### src/rtl/switch_out_arbiter_if.sv
// switch_out_arbiter_if: request/beat handshake between the input ports and one output-port arbiter
interface switch_out_arbiter_if #(parameter int NUM_PORTS = 4);
  localparam int SW = $clog2(NUM_PORTS);
  logic [NUM_PORTS-1:0] req_i, vld_i, eop_i, gnt_o;
  logic out_rdy_i, out_vld_o;
  logic [SW-1:0] sel_o;
  modport master (output req_i, vld_i, eop_i, out_rdy_i, input gnt_o, sel_o, out_vld_o);
  modport slave (input req_i, vld_i, eop_i, out_rdy_i, output gnt_o, sel_o, out_vld_o);
endinterface

### src/rtl/switch_out_arbiter.sv
// switch_out_arbiter: round-robin output arbiter with packet locking; stall timeout via SWITCH_ARB_TIMEOUT_EN
module switch_out_arbiter #(
  parameter int NUM_PORTS = 4,
  parameter int CNT_W = 16,
  parameter int TIMEOUT = 64
) (
  input logic clk,
  input logic rst,
  switch_out_arbiter_if.slave bus,
  output logic busy_o,
  output logic [CNT_W-1:0] pkt_cnt_o,
  output logic timeout_o
);
  localparam int SW = $clog2(NUM_PORTS);
  typedef enum logic {IDLE, LOCK} state_t;
  state_t state_q, state_d;
  logic [NUM_PORTS-1:0] gnt_q, gnt_d;
  logic [SW-1:0] sel_q, sel_d, ptr_q, ptr_d, win, idx;
  logic [CNT_W-1:0] cnt_q, cnt_d;
  logic xfer, done, timeout_d;
  // scan downwards so the port closest to ptr is the last (winning) assignment
  always_comb begin
    win = ptr_q;
    idx = '0;
    for (int k = NUM_PORTS - 1; k >= 0; k--) begin
      idx = SW'((int'(ptr_q) + k) % NUM_PORTS);
      if (bus.req_i[idx]) win = idx;
    end
  end
  assign bus.out_vld_o = (state_q == LOCK) & bus.vld_i[sel_q];
  assign xfer = bus.out_vld_o & bus.out_rdy_i;
  assign done = xfer & bus.eop_i[sel_q];
  always_comb begin
    state_d = state_q;
    gnt_d = gnt_q;
    sel_d = sel_q;
    ptr_d = ptr_q;
    cnt_d = (done && cnt_q != '1) ? cnt_q + 1'b1 : cnt_q;
    if (state_q == IDLE && bus.req_i != '0) begin
      state_d = LOCK;
      gnt_d = NUM_PORTS'(1) << win;
      sel_d = win;
      ptr_d = (int'(win) == NUM_PORTS - 1) ? '0 : win + 1'b1;
    end else if (done || timeout_d) begin
      state_d = IDLE;
      gnt_d = '0;
    end
  end
  always_ff @(posedge clk) begin
    if (rst) begin
      state_q <= IDLE;
      gnt_q <= '0;
      sel_q <= '0;
      ptr_q <= '0;
      cnt_q <= '0;
    end else begin
      state_q <= state_d;
      gnt_q <= gnt_d;
      sel_q <= sel_d;
      ptr_q <= ptr_d;
      cnt_q <= cnt_d;
    end
  end
`ifdef SWITCH_ARB_TIMEOUT_EN
  localparam int TW = $clog2(TIMEOUT + 1);
  logic [TW-1:0] stall_q, stall_d;
  logic timeout_q;
  // a transfer on the expiring cycle clears the count instead of releasing
  assign timeout_d = (state_q == LOCK) && !xfer && (int'(stall_q) == TIMEOUT - 1);
  assign stall_d = (state_q == LOCK && !xfer && !timeout_d) ? stall_q + 1'b1 : '0;
  always_ff @(posedge clk) begin
    if (rst) begin
      stall_q <= '0;
      timeout_q <= 1'b0;
    end else begin
      stall_q <= stall_d;
      timeout_q <= timeout_d;
    end
  end
  assign timeout_o = timeout_q;
`else
  assign timeout_d = 1'b0;
  assign timeout_o = 1'b0;
`endif
  assign bus.gnt_o = gnt_q;
  assign bus.sel_o = sel_q;
  assign busy_o = (state_q == LOCK);
  assign pkt_cnt_o = cnt_q;
endmodule

### src/flat_wrapper.sv
// flat-port wrapper written by rule: the top's interface ports become plain ports
module switch_out_arbiter_flat 
#(
  parameter int NUM_PORTS = 4,
  parameter int CNT_W = 16,
  parameter int TIMEOUT = 64
)
  (clk, rst, busy_o, pkt_cnt_o, timeout_o, bus_req_i, bus_vld_i, bus_eop_i, bus_out_rdy_i, bus_gnt_o, bus_sel_o, bus_out_vld_o);
  switch_out_arbiter_if #(.NUM_PORTS(NUM_PORTS)) bus_i ();
  input logic clk;
  input logic rst;
  output logic busy_o;
  output logic [CNT_W-1:0] pkt_cnt_o;
  output logic timeout_o;
  input wire logic [$bits(bus_i.req_i)-1:0] bus_req_i;
  input wire logic [$bits(bus_i.vld_i)-1:0] bus_vld_i;
  input wire logic [$bits(bus_i.eop_i)-1:0] bus_eop_i;
  input wire logic [$bits(bus_i.out_rdy_i)-1:0] bus_out_rdy_i;
  output wire logic [$bits(bus_i.gnt_o)-1:0] bus_gnt_o;
  output wire logic [$bits(bus_i.sel_o)-1:0] bus_sel_o;
  output wire logic [$bits(bus_i.out_vld_o)-1:0] bus_out_vld_o;
  assign bus_i.req_i = bus_req_i;
  assign bus_i.vld_i = bus_vld_i;
  assign bus_i.eop_i = bus_eop_i;
  assign bus_i.out_rdy_i = bus_out_rdy_i;
  assign bus_gnt_o = bus_i.gnt_o;
  assign bus_sel_o = bus_i.sel_o;
  assign bus_out_vld_o = bus_i.out_vld_o;
  switch_out_arbiter #(.NUM_PORTS(NUM_PORTS), .CNT_W(CNT_W), .TIMEOUT(TIMEOUT)) u_core (.clk(clk), .rst(rst), .bus(bus_i), .busy_o(busy_o), .pkt_cnt_o(pkt_cnt_o), .timeout_o(timeout_o));
endmodule
### config.mk
export PLATFORM = sky130hd
export DESIGN_NAME = switch_out_arbiter_flat
export DESIGN_NICKNAME = d
export VERILOG_FILES = /design/src/rtl/switch_out_arbiter_if.sv /design/src/rtl/switch_out_arbiter.sv /design/src/flat_wrapper.sv
export SDC_FILE = /design/constraint.sdc
export NUM_CORES = 1
export LEC_CHECK = 0
export BUFFER_PORTS_ARGS = -buffer_cell sky130_fd_sc_hd__buf_2
export CORE_ASPECT_RATIO = 0.75
export CORE_MARGIN = 4
export CORE_UTILIZATION = 55
export CTS_BUF_LIST = sky130_fd_sc_hd__clkbuf_2
export DETAILED_ROUTE_END_ITERATION = 12
export GPL_ROUTABILITY_DRIVEN = 0
export PLACE_DENSITY = 0.85
export SYNTH_ARGS = -nofsm -noshare
export SYNTH_HDL_FRONTEND = slang
export SYNTH_SLANG_ARGS = --single-unit
### constraint.sdc
create_clock -name clk -period 3.3 [get_ports clk]
set_input_delay 0.66 -clock clk [delete_from_list [all_inputs] [get_ports clk]]
set_output_delay 0.66 -clock clk [all_outputs]
set_load 0.03 [all_outputs]
* Yosys cells after proc, flatten, opt, wreduce, memory -nomap -nowiden
Cells that the tools add are included. Widths: inputs -> output; s select.
Operators by class: add/sub/neg operators 5, $lt $le $gt $ge 5, equality and inequality tests 2, shift operators 1, multiplexer cells 21, bitwise operators 4, reduce and logical (&&, ||, !) cells 4
Operators with widths (number):
- $add 16x1->16 const B | 1
- $ne 16x16->1 const B | 1
- $lt 2x3->1 const B | 5
- $bmux 1 s2 | 6
- $mux 2 | 5
- $mux 1 | 8
- $mux 4 | 2
- $add 2x1->2 const B | 2
- $add 2x2->2 const B | 2
- $reduce_bool 4->1 | 1
- $shl 1x2->4 const A | 1
- $and 1x1->1 | 3
- $eq 2x1->1 const B | 1
- $logic_and 1x1->1 | 2
- $reduce_bool 2->1 | 1
- $not 1->1 | 1
Storage, ports and cells: bits in registers 25, bits of input ports 15, output and inout port bits 25, word-level logic and storage cells 47

* Logic depth before layout (Yosys ltp)
Gate-level depths: netlist of run 1.
depth after elaboration 9, gate-level depth with buffers 6, mapped depth without buffers 6

* Least setup slack after synthesis of run 1
OpenSTA, ideal clock, no wires.
path kind input -> register, from input port bus_out_rdy_i, to register u_core.cnt_q[13], in the netlist u_core.pkt_cnt_o[13], library setup time 0.071 ns, data arrival time 2.240 ns, required time 3.229 ns, path slack 0.990 ns, stages 6, path buffers 1, cells stage by stage or2b_1 -> o22a_1 -> a311o_2 -> clkbuf_1 -> or4_1 -> a21oi_1
Between the ends: word-level cells in the longest chain between the ends 3
RTL lines:
- from (decl) | line flat_wrapper.sv:18 | input wire logic [$bits(bus_i.out_rdy_i)-1:0] bus_out_rdy_i;
- $and 1x1->1 | line switch_out_arbiter.sv:31 | assign xfer = bus.out_vld_o & bus.out_rdy_i;
- $and 1x1->1 | line switch_out_arbiter.sv:32 | assign done = xfer & bus.eop_i[sel_q];
- $logic_and 1x1->1 | line switch_out_arbiter.sv:38 | cnt_d = (done && cnt_q != '1) ? cnt_q + 1'b1 : cnt_q;
- to (signal assigned) | line switch_out_arbiter.sv:61 | cnt_q <= cnt_d;
- to (decl) | line switch_out_arbiter.sv:19 | logic [CNT_W-1:0] cnt_q, cnt_d;
No other way between the ends. A chain may end at the register's enable or synchronous reset.

* Worst setup path after layout of run 1
from register u_core.sel_q[0], in the netlist u_core.bus.sel_o[0], to output port bus_out_vld_o
Between the ends: word-level cells in the longest chain between the ends 3
RTL lines:
- from (decl) | line switch_out_arbiter.sv:18 | logic [SW-1:0] sel_q, sel_d, ptr_q, ptr_d, win, idx;
- from (signal assigned) | line switch_out_arbiter.sv:59 | sel_q <= sel_d;
- $bmux 1 s2 | line switch_out_arbiter.sv:30 | assign bus.out_vld_o = (state_q == LOCK) & bus.vld_i[sel_q];
- $mux 1 (not written as such) | line switch_out_arbiter.sv:30
- $and 1x1->1 | line switch_out_arbiter.sv:30
- to (decl) | line flat_wrapper.sv:21 | output wire logic [$bits(bus_i.out_vld_o)-1:0] bus_out_vld_o;
No other way between the ends. The select of a mux whose other input is x is not followed.

==> run_results.csv, run 1 <==
group,metric,value,unit
status,outcome,"completed",
grt,global_route_wire_length_before_repair,5340,um
clock_tree,cts_tree,"built",
final_layout,finalCoreUtilization,0.7131,
synthesis,synth.cell_area,0.001299,mm^2
floorplan,initial_core_utilization,0.6128,
clock_tree,h-tree-depth,1,
drt,wl_per_cell,14.30,um
timing,max_fclk,0.3980,GHz
drt,initialDrtViolationCount,68,
clock_tree,clock_tree.buffer_depth,2,
drt,detailroute.via_count,1317,
clock_tree,worstSkewPairLatency,350,ps
power,vdd_drop_max,0.0002224,V
synthesis,synthDominantCellAreaShare,0.3854,
power,p_int,0.3928,mW
placed_design,post-place-cells,219,
floorplan,coreArea,0.002120,mm^2
timing,fin_ws,787.4,ps
drt,via_per_inst,5.906,
placed_design,port-buffer-count,38,
critical_path,cp_data_required_time,2640,ps
grt,grt_util_all_layers,0.2088,
grt,antenna_found_initial,0,
synthesis,yosysMostFrequentCell,"sky130_fd_sc_hd__dfxtp_1",
synthesis,synthesis.area_per_instance,8.325,um^2
power,leakage_power_total,0.5952,nW
clock_tree,cts_hold_repair.buffers,0,
job,drv.max_cap_violation_count,0,
synthesis,async_flop_share,0,
placed_design,half_perimeter_wire_length_after_placement,2450,um
floorplan,die_boundary_height,50.09,um
synthesis,yosys_register_bits,25,
power,switching_share,0.3193,
synthesis,synthTopCellsByArea,"sky130_fd_sc_hd__dfxtp_1 (39%), sky130_fd_sc_hd__a21oi_1 (8.9%), sky130_fd_sc_hd__or4_1 (5.8%), sky130_fd_sc_hd__o31ai_1 (5.2%), sky130_fd_sc_hd__nand2_1 (4.0%)",
drt,drt-total-wl,3190,um
worst_hold_path,timing.hold.worst.class,"register to register",
critical_path,critical_path_arrival,1850,ps
synthesis,synth_ff_type,"sky130_fd_sc_hd__dfxtp_1",
timing,worst_pin_slew,696.7,ps
synthesis,synth_common_cells,"sky130_fd_sc_hd__dfxtp_1 (25), sky130_fd_sc_hd__a21oi_1 (23), sky130_fd_sc_hd__nand2_1 (14)",
power,pwr-share-comb,0.223,
timing,finClkSkew,3.825,ps
power,power_density,381.7,mW/mm^2
final_layout,fill_cells,178,
timing,setup-tns-final,0,ps
clock_tree,clock-root-buffer,"sky130_fd_sc_hd__clkbuf_2",
critical_path,timing.critical_path.slowest_stage_cell,"sky130_fd_sc_hd__mux4_1",
clock_tree,tritoncts_buffers,3,
timing,rsz0062_at_grt,"no",
synthesis,synth.yosys.seq_area_share,0.3854,
floorplan,design.die.area,0.003211,mm^2
critical_path,crit_path_cell_trace,"mux4_1 -> nand2_1 -> inv_1 -> buf_2",
power,net-switching-power,0.1842,mW
drt,drc,0,
power,sequentialPowerShare,0.571,
synthesis,synth.distinct_cells,40,
final_layout,flow.area_growth_from_synthesis,16.38,%
drt,pre_repair_dr_iteration_count,4,
power,pwr-share-clk,0.206,
floorplan,boundaryPins,40,
critical_path,setup.worst_path.class,"register to output port",
final_layout,post_layout_nonfiller_instances,223,
final_layout,antennaDiodeCount,0,
grt,grt_start_max_net_pins,27,
clock_tree,clk_pin_slew,230,ps
floorplan,rows,14,
synthesis,post-synth-top-area-cell,"sky130_fd_sc_hd__dfxtp_1",
timing,final_max_slew_viol_count,0,
timing,timing.final.crit_share,0.7614,
timing,period_minus_slack,2513,ps
critical_path,critical_path.endpoint_type,"output port",
clock_tree,clkSinkCount,25,
floorplan,die_width,64.11,um
synthesis,ys_warn_count,0,
placed_design,place_ws,769.6,ps
clock_tree,cts_resized,0,
clock_tree,post_cts_buffers,0,
grt,grt.overflow.total,0,
synthesis,synth_edf_count,0,
synthesis,synthCells,156,
critical_path,crit_path_start_kind,"register",
final_layout,finalNetCount,208,
final_layout,final_layout_size_suffix_gt1_frac,0.2356,
timing,fin_hold_ws,514.1,ps
timing,timing_hold_violations_final,0,
critical_path,crit_fanout,5,
timing,finalSetupViolations,0,
drt,antenna_violating_nets_post_route,0,
critical_path,timing.critical_path.slowest_cell_delay,610,ps
timing,max-slew-margin-rel,0.5324,
grt,grt_pass1_vias,1222,
synthesis,synthesis.nets,172,
-- power groups by stage --
stage / clock network, mW / logic [mW] / registers (mW)
floorplan: 0 / 0.0779 / 0.348
global placement: 0 / 0.123 / 0.333
detailed placement: 0 / 0.127 / 0.335
CTS: 0.120 / 0.128 / 0.329
global route: 0.137 / 0.139 / 0.331
finish: 0.119 / 0.129 / 0.329
-- metal layers --
| metal | wire (um) | track usage | share of wire | vias to the layer above |
|---|---|---|---|---|
| li1 | - | - | - | 667 |
| met1 | 1430 | 0.2634 | 0.45 | 601 |
| met2 | 1503 | 0.3499 | 0.47 | 45 |
| met3 | 234 | 0.05455 | 0.073 | 4 |
| met4 | 22 | 0.05965 | 0.0069 | 0 |
| met5 | 0 | 0 | 0 | - |
-- cell usage in the layout (no fill, tap or decap), drive strengths merged, types with 3 or more instances in the layout --
cell,n
buf,39
dfxtp,25
a21oi,23
nand2,14
nor2,11
or4,10
o31ai,9
inv,6
nand4,4
nand3,4
o21ai,4
or3,4
o22a,3
clkbuf,3
-- flip-flops by register name, indices dropped and copies added, names as in the netlist --
name and count:
u_core.bus.gnt_o 4, u_core.busy_o 1, u_core.bus.sel_o 2, u_core.ptr_q 2, u_core.pkt_cnt_o 16
-- worst paths after layout --
path	from	to	slack (ps)	cells past startpoint
max	u_core.bus.sel_o[0]$_SDFFE_PP0P_	bus_out_vld_o	790	4
min	u_core.pkt_cnt_o[1]$_SDFFE_PP0P_	u_core.pkt_cnt_o[1]$_SDFFE_PP0P_	510	2
max reg2reg	u_core.bus.sel_o[0]$_SDFFE_PP0P_	u_core.pkt_cnt_o[8]$_SDFFE_PP0P_	1060	5
min reg2reg	u_core.pkt_cnt_o[1]$_SDFFE_PP0P_	u_core.pkt_cnt_o[1]$_SDFFE_PP0P_	510	2
-- worst max-delay path: cells and delay by family, from the launching register on --
kind / cells / cell delay (ps)
flops: 1 / 490
simple gates: 1 / 150
buf+inv: 2 / 260
mux: 1 / 610
-- through the flow --
step                      power, mW  instance area, um^2
after floorplan              0.4254                 1299
final                        0.5770                 1511
after CTS                    0.5766                 1511
after detailed placement     0.4615                 1491
after global routing         0.6077                 1511
after global placement       0.4563                 1491
-- cell families after synthesis --
group | share of synthesized area
AND/OR/NAND/NOR | 0.2187
buffers and inverters | 0.05201
other | 0.002887
adder cells (fa/ha/maj) | 0.009632
XOR/XNOR | 0.01349
multiplexers | 0.03565
AO/OA/AOI/OAI | 0.2823
flip-flops | 0.3854
-- cell type report --
cell class | instances | area (um^2) | share of cell area
Multi-Input combinational cell | 117 | 730.7 | 0.4834
Sequential cell | 25 | 500.5 | 0.3311
Timing Repair Buffer | 39 | 197.7 | 0.1308
Tap cell | 32 | 40.04 | 0.02649
Inverter | 6 | 22.52 | 0.01490
Clock buffer | 3 | 15.01 | 0.009934
Clock inverter | 1 | 5.005 | 0.003311
(Power assumes the default switching activity.)
==> run 2, diff against run 1 <==
CORE_UTILIZATION = 52   (was 55)
PLACE_DENSITY = 0.81   (was 0.85)
clock period = 2.5 ns   (was 3.3 ns; I/O delays follow)
==> run 2 against run 1 <==
Against the previous run: final area up 1.8%; via count is 1.7% higher; total power up 34%; largest cell class unchanged; critical path type unchanged; largest power group unchanged; sequential cell count unchanged; sequential power is 32% higher; non-clock buffer count grew 3; sequential share of layout area decreased by 0.59 points.
==> run_results.csv, run 2 (same netlist as run 1, synthesis figures left out) <==
group,metric,value,unit
timing,max_fclk,0.4182,GHz
critical_path,crit_fanout,5,
clock_tree,h-tree-depth,1,
power,power_density,502.7,mW/mm^2
critical_path,timing.critical_path.slowest_cell_delay,630,ps
final_layout,finalNetCount,211,
clock_tree,worstSkewPairLatency,370,ps
grt,grt_util_all_layers,0.1993,
final_layout,number_of_flip_flops_under_the_largest_register_name,16,
placed_design,dpl-instance-area,0.001516,mm^2
worst_hold_path,hold_start,"u_core.pkt_cnt_o[1]$_SDFFE_PP0P_",
placed_design,half_perimeter_wire_length_after_placement,2374,um
job,drv.max_cap_violation_count,0,
drt,initialDrtViolationCount,93,
floorplan,design.die.area,0.003369,mm^2
critical_path,timing.critical_path.slowest_stage_cell,"sky130_fd_sc_hd__mux4_1",
grt,grt_pass1_vias,1182,
grt,grt_start_max_net_pins,27,
placed_design,post-place-cells,224,
timing,rsz0062_at_grt,"no",
critical_path,critical_path_arrival,1890,ps
worst_hold_path,whs_endpoint,"u_core.pkt_cnt_o[1]$_SDFFE_PP0P_",
timing,setup-tns-final,0,ps
final_layout,flow.area_growth_from_synthesis,18.50,%
clock_tree,clock_tree.buffer_depth,2,
timing,timing_hold_violations_final,0,
timing,fin_ws,108.6,ps
power,leakage_power_total,0.6062,nW
timing,max-slew-margin-rel,0.4560,
floorplan,die_boundary_height,51.28,um
clock_tree,cts_tree,"built",
drt,via_per_inst,5.873,
critical_path,cp_data_required_time,2000,ps
power,vdd_drop_max,0.0004157,V
grt,antenna_found_initial,0,
final_layout,antennaDiodeCount,0,
critical_path,critical_path.endpoint_type,"output port",
clock_tree,tritoncts_buffers,3,
final_layout,post_layout_nonfiller_instances,228,
grt,grt.overflow.total,0,
critical_path,worstRegToRegCells,5,
floorplan,initial_core_utilization,0.5536,
grt,global_route_wire_length_before_repair,5216,um
critical_path,setup.worst_path.class,"register to output port",
drt,drc,0,
critical_path,crit_path_cell_trace,"mux4_1 -> nand2_1 -> inv_1 -> buf_2",
floorplan,coreArea,0.002346,mm^2
drt,antenna_violating_nets_post_route,0,
floorplan,boundaryPins,40,
status,outcome,"completed",
worst_hold_path,timing.hold.worst.class,"register to register",
clock_tree,clk_pin_slew,240,ps
floorplan,die_width,65.71,um
drt,drt-total-wl,3147,um
critical_path,worst_r2r_endpoint,"u_core.pkt_cnt_o[10]$_SDFFE_PP0P_",
timing,finalSetupViolations,0,
clock_tree,clkSinkCount,25,
timing,timing.final.crit_share,0.9566,
clock_tree,cts_hold_repair.buffers,0,
timing,final_max_slew_viol_count,0,
critical_path,r2r-start,"u_core.bus.sel_o[0]$_SDFFE_PP0P_",
timing,period_minus_slack,2391,ps
critical_path,slack_of_the_worst_reg_to_reg_path,240,ps
placed_design,port-buffer-count,38,
placed_design,place_ws,142.6,ps
clock_tree,post_cts_buffers,0,
final_layout,layout_common_cells,"sky130_fd_sc_hd__buf_2 (38), sky130_fd_sc_hd__dfxtp_1 (25), sky130_fd_sc_hd__a21oi_1 (23)",
critical_path,crit_path_start_kind,"register",
timing,worst_pin_slew,795.4,ps
timing,finClkSkew,6.565,ps
floorplan,rows,15,
drt,pre_repair_dr_iteration_count,4,
drt,wl_per_cell,13.80,um
clock_tree,cts_resized,0,
final_layout,final_design_area_no_fill,0.001539,mm^2
final_layout,final_layout_size_suffix_gt1_frac,0.2474,
final_layout,layout.cells.most_common,"sky130_fd_sc_hd__buf_2",
drt,detailroute.via_count,1339,
clock_tree,clock-root-buffer,"sky130_fd_sc_hd__clkbuf_2",
worst_hold_path,worst_hold_path.num_cells,2,
## run 2: where the power goes
group          total, mW  leakage, nW  switching (mW)  internal [mW]
logic              0.174        0.391           0.104         0.0694
registers          0.434        0.203          0.0173          0.417
clock network      0.166       0.0126           0.129         0.0371
## run 2: critical path, delay by kind of cell, from the launching register on
family        cells  cell delay (ps)
mux               1              630
buf+inv           2              260
simple gates      1              150
flops             1              490
## run 2: worst max-delay path by stage
stage                                                 from                                end  cells past startpoint
after CTS                 u_core.bus.sel_o[0]$_SDFFE_PP0P_                      bus_out_vld_o                      4
after detailed placement                     bus_out_rdy_i   u_core.pkt_cnt_o[8]$_SDFFE_PP0P_                      6
after floorplan           u_core.bus.sel_o[0]$_SDFFE_PP0P_   u_core.pkt_cnt_o[8]$_SDFFE_PP0P_                      6
final                     u_core.bus.sel_o[0]$_SDFFE_PP0P_                      bus_out_vld_o                      4
after global placement                       bus_out_rdy_i  u_core.pkt_cnt_o[10]$_SDFFE_PP0P_                      6
after global routing      u_core.bus.sel_o[0]$_SDFFE_PP0P_                      bus_out_vld_o                      4
## run 2: layer usage
layer / track usage / share of wire / wire length (um)
met1: 0.2587 / 0.47 / 1474
met2: 0.3295 / 0.46 / 1446
met3: 0.05495 / 0.066 / 208
met4: 0.04138 / 0.0054 / 17
met5: 0 / 0 / 0
## run 2: cell type report
type / count / area, um^2
clock buffer: 3 / 15.01
clock inverter: 1 / 7.507
fill: 208 / 807.0
inverter: 6 / 22.52
multi-input combinational: 117 / 730.7
sequential: 25 / 500.5
tap: 34 / 42.54
timing repair buffer: 42 / 220.2
## run 2: metrics by stage
stage	hold slack, ps	util	total power [mW]
final	509.5	0.6560	0.7737
after global placement	475.4	0.6464	0.6070
after global routing	509.3	0.6560	0.8164
after detailed placement	480.5	0.6464	0.6134
after floorplan	497.2	-	0.5616
after CTS	508.0	0.6560	0.7747
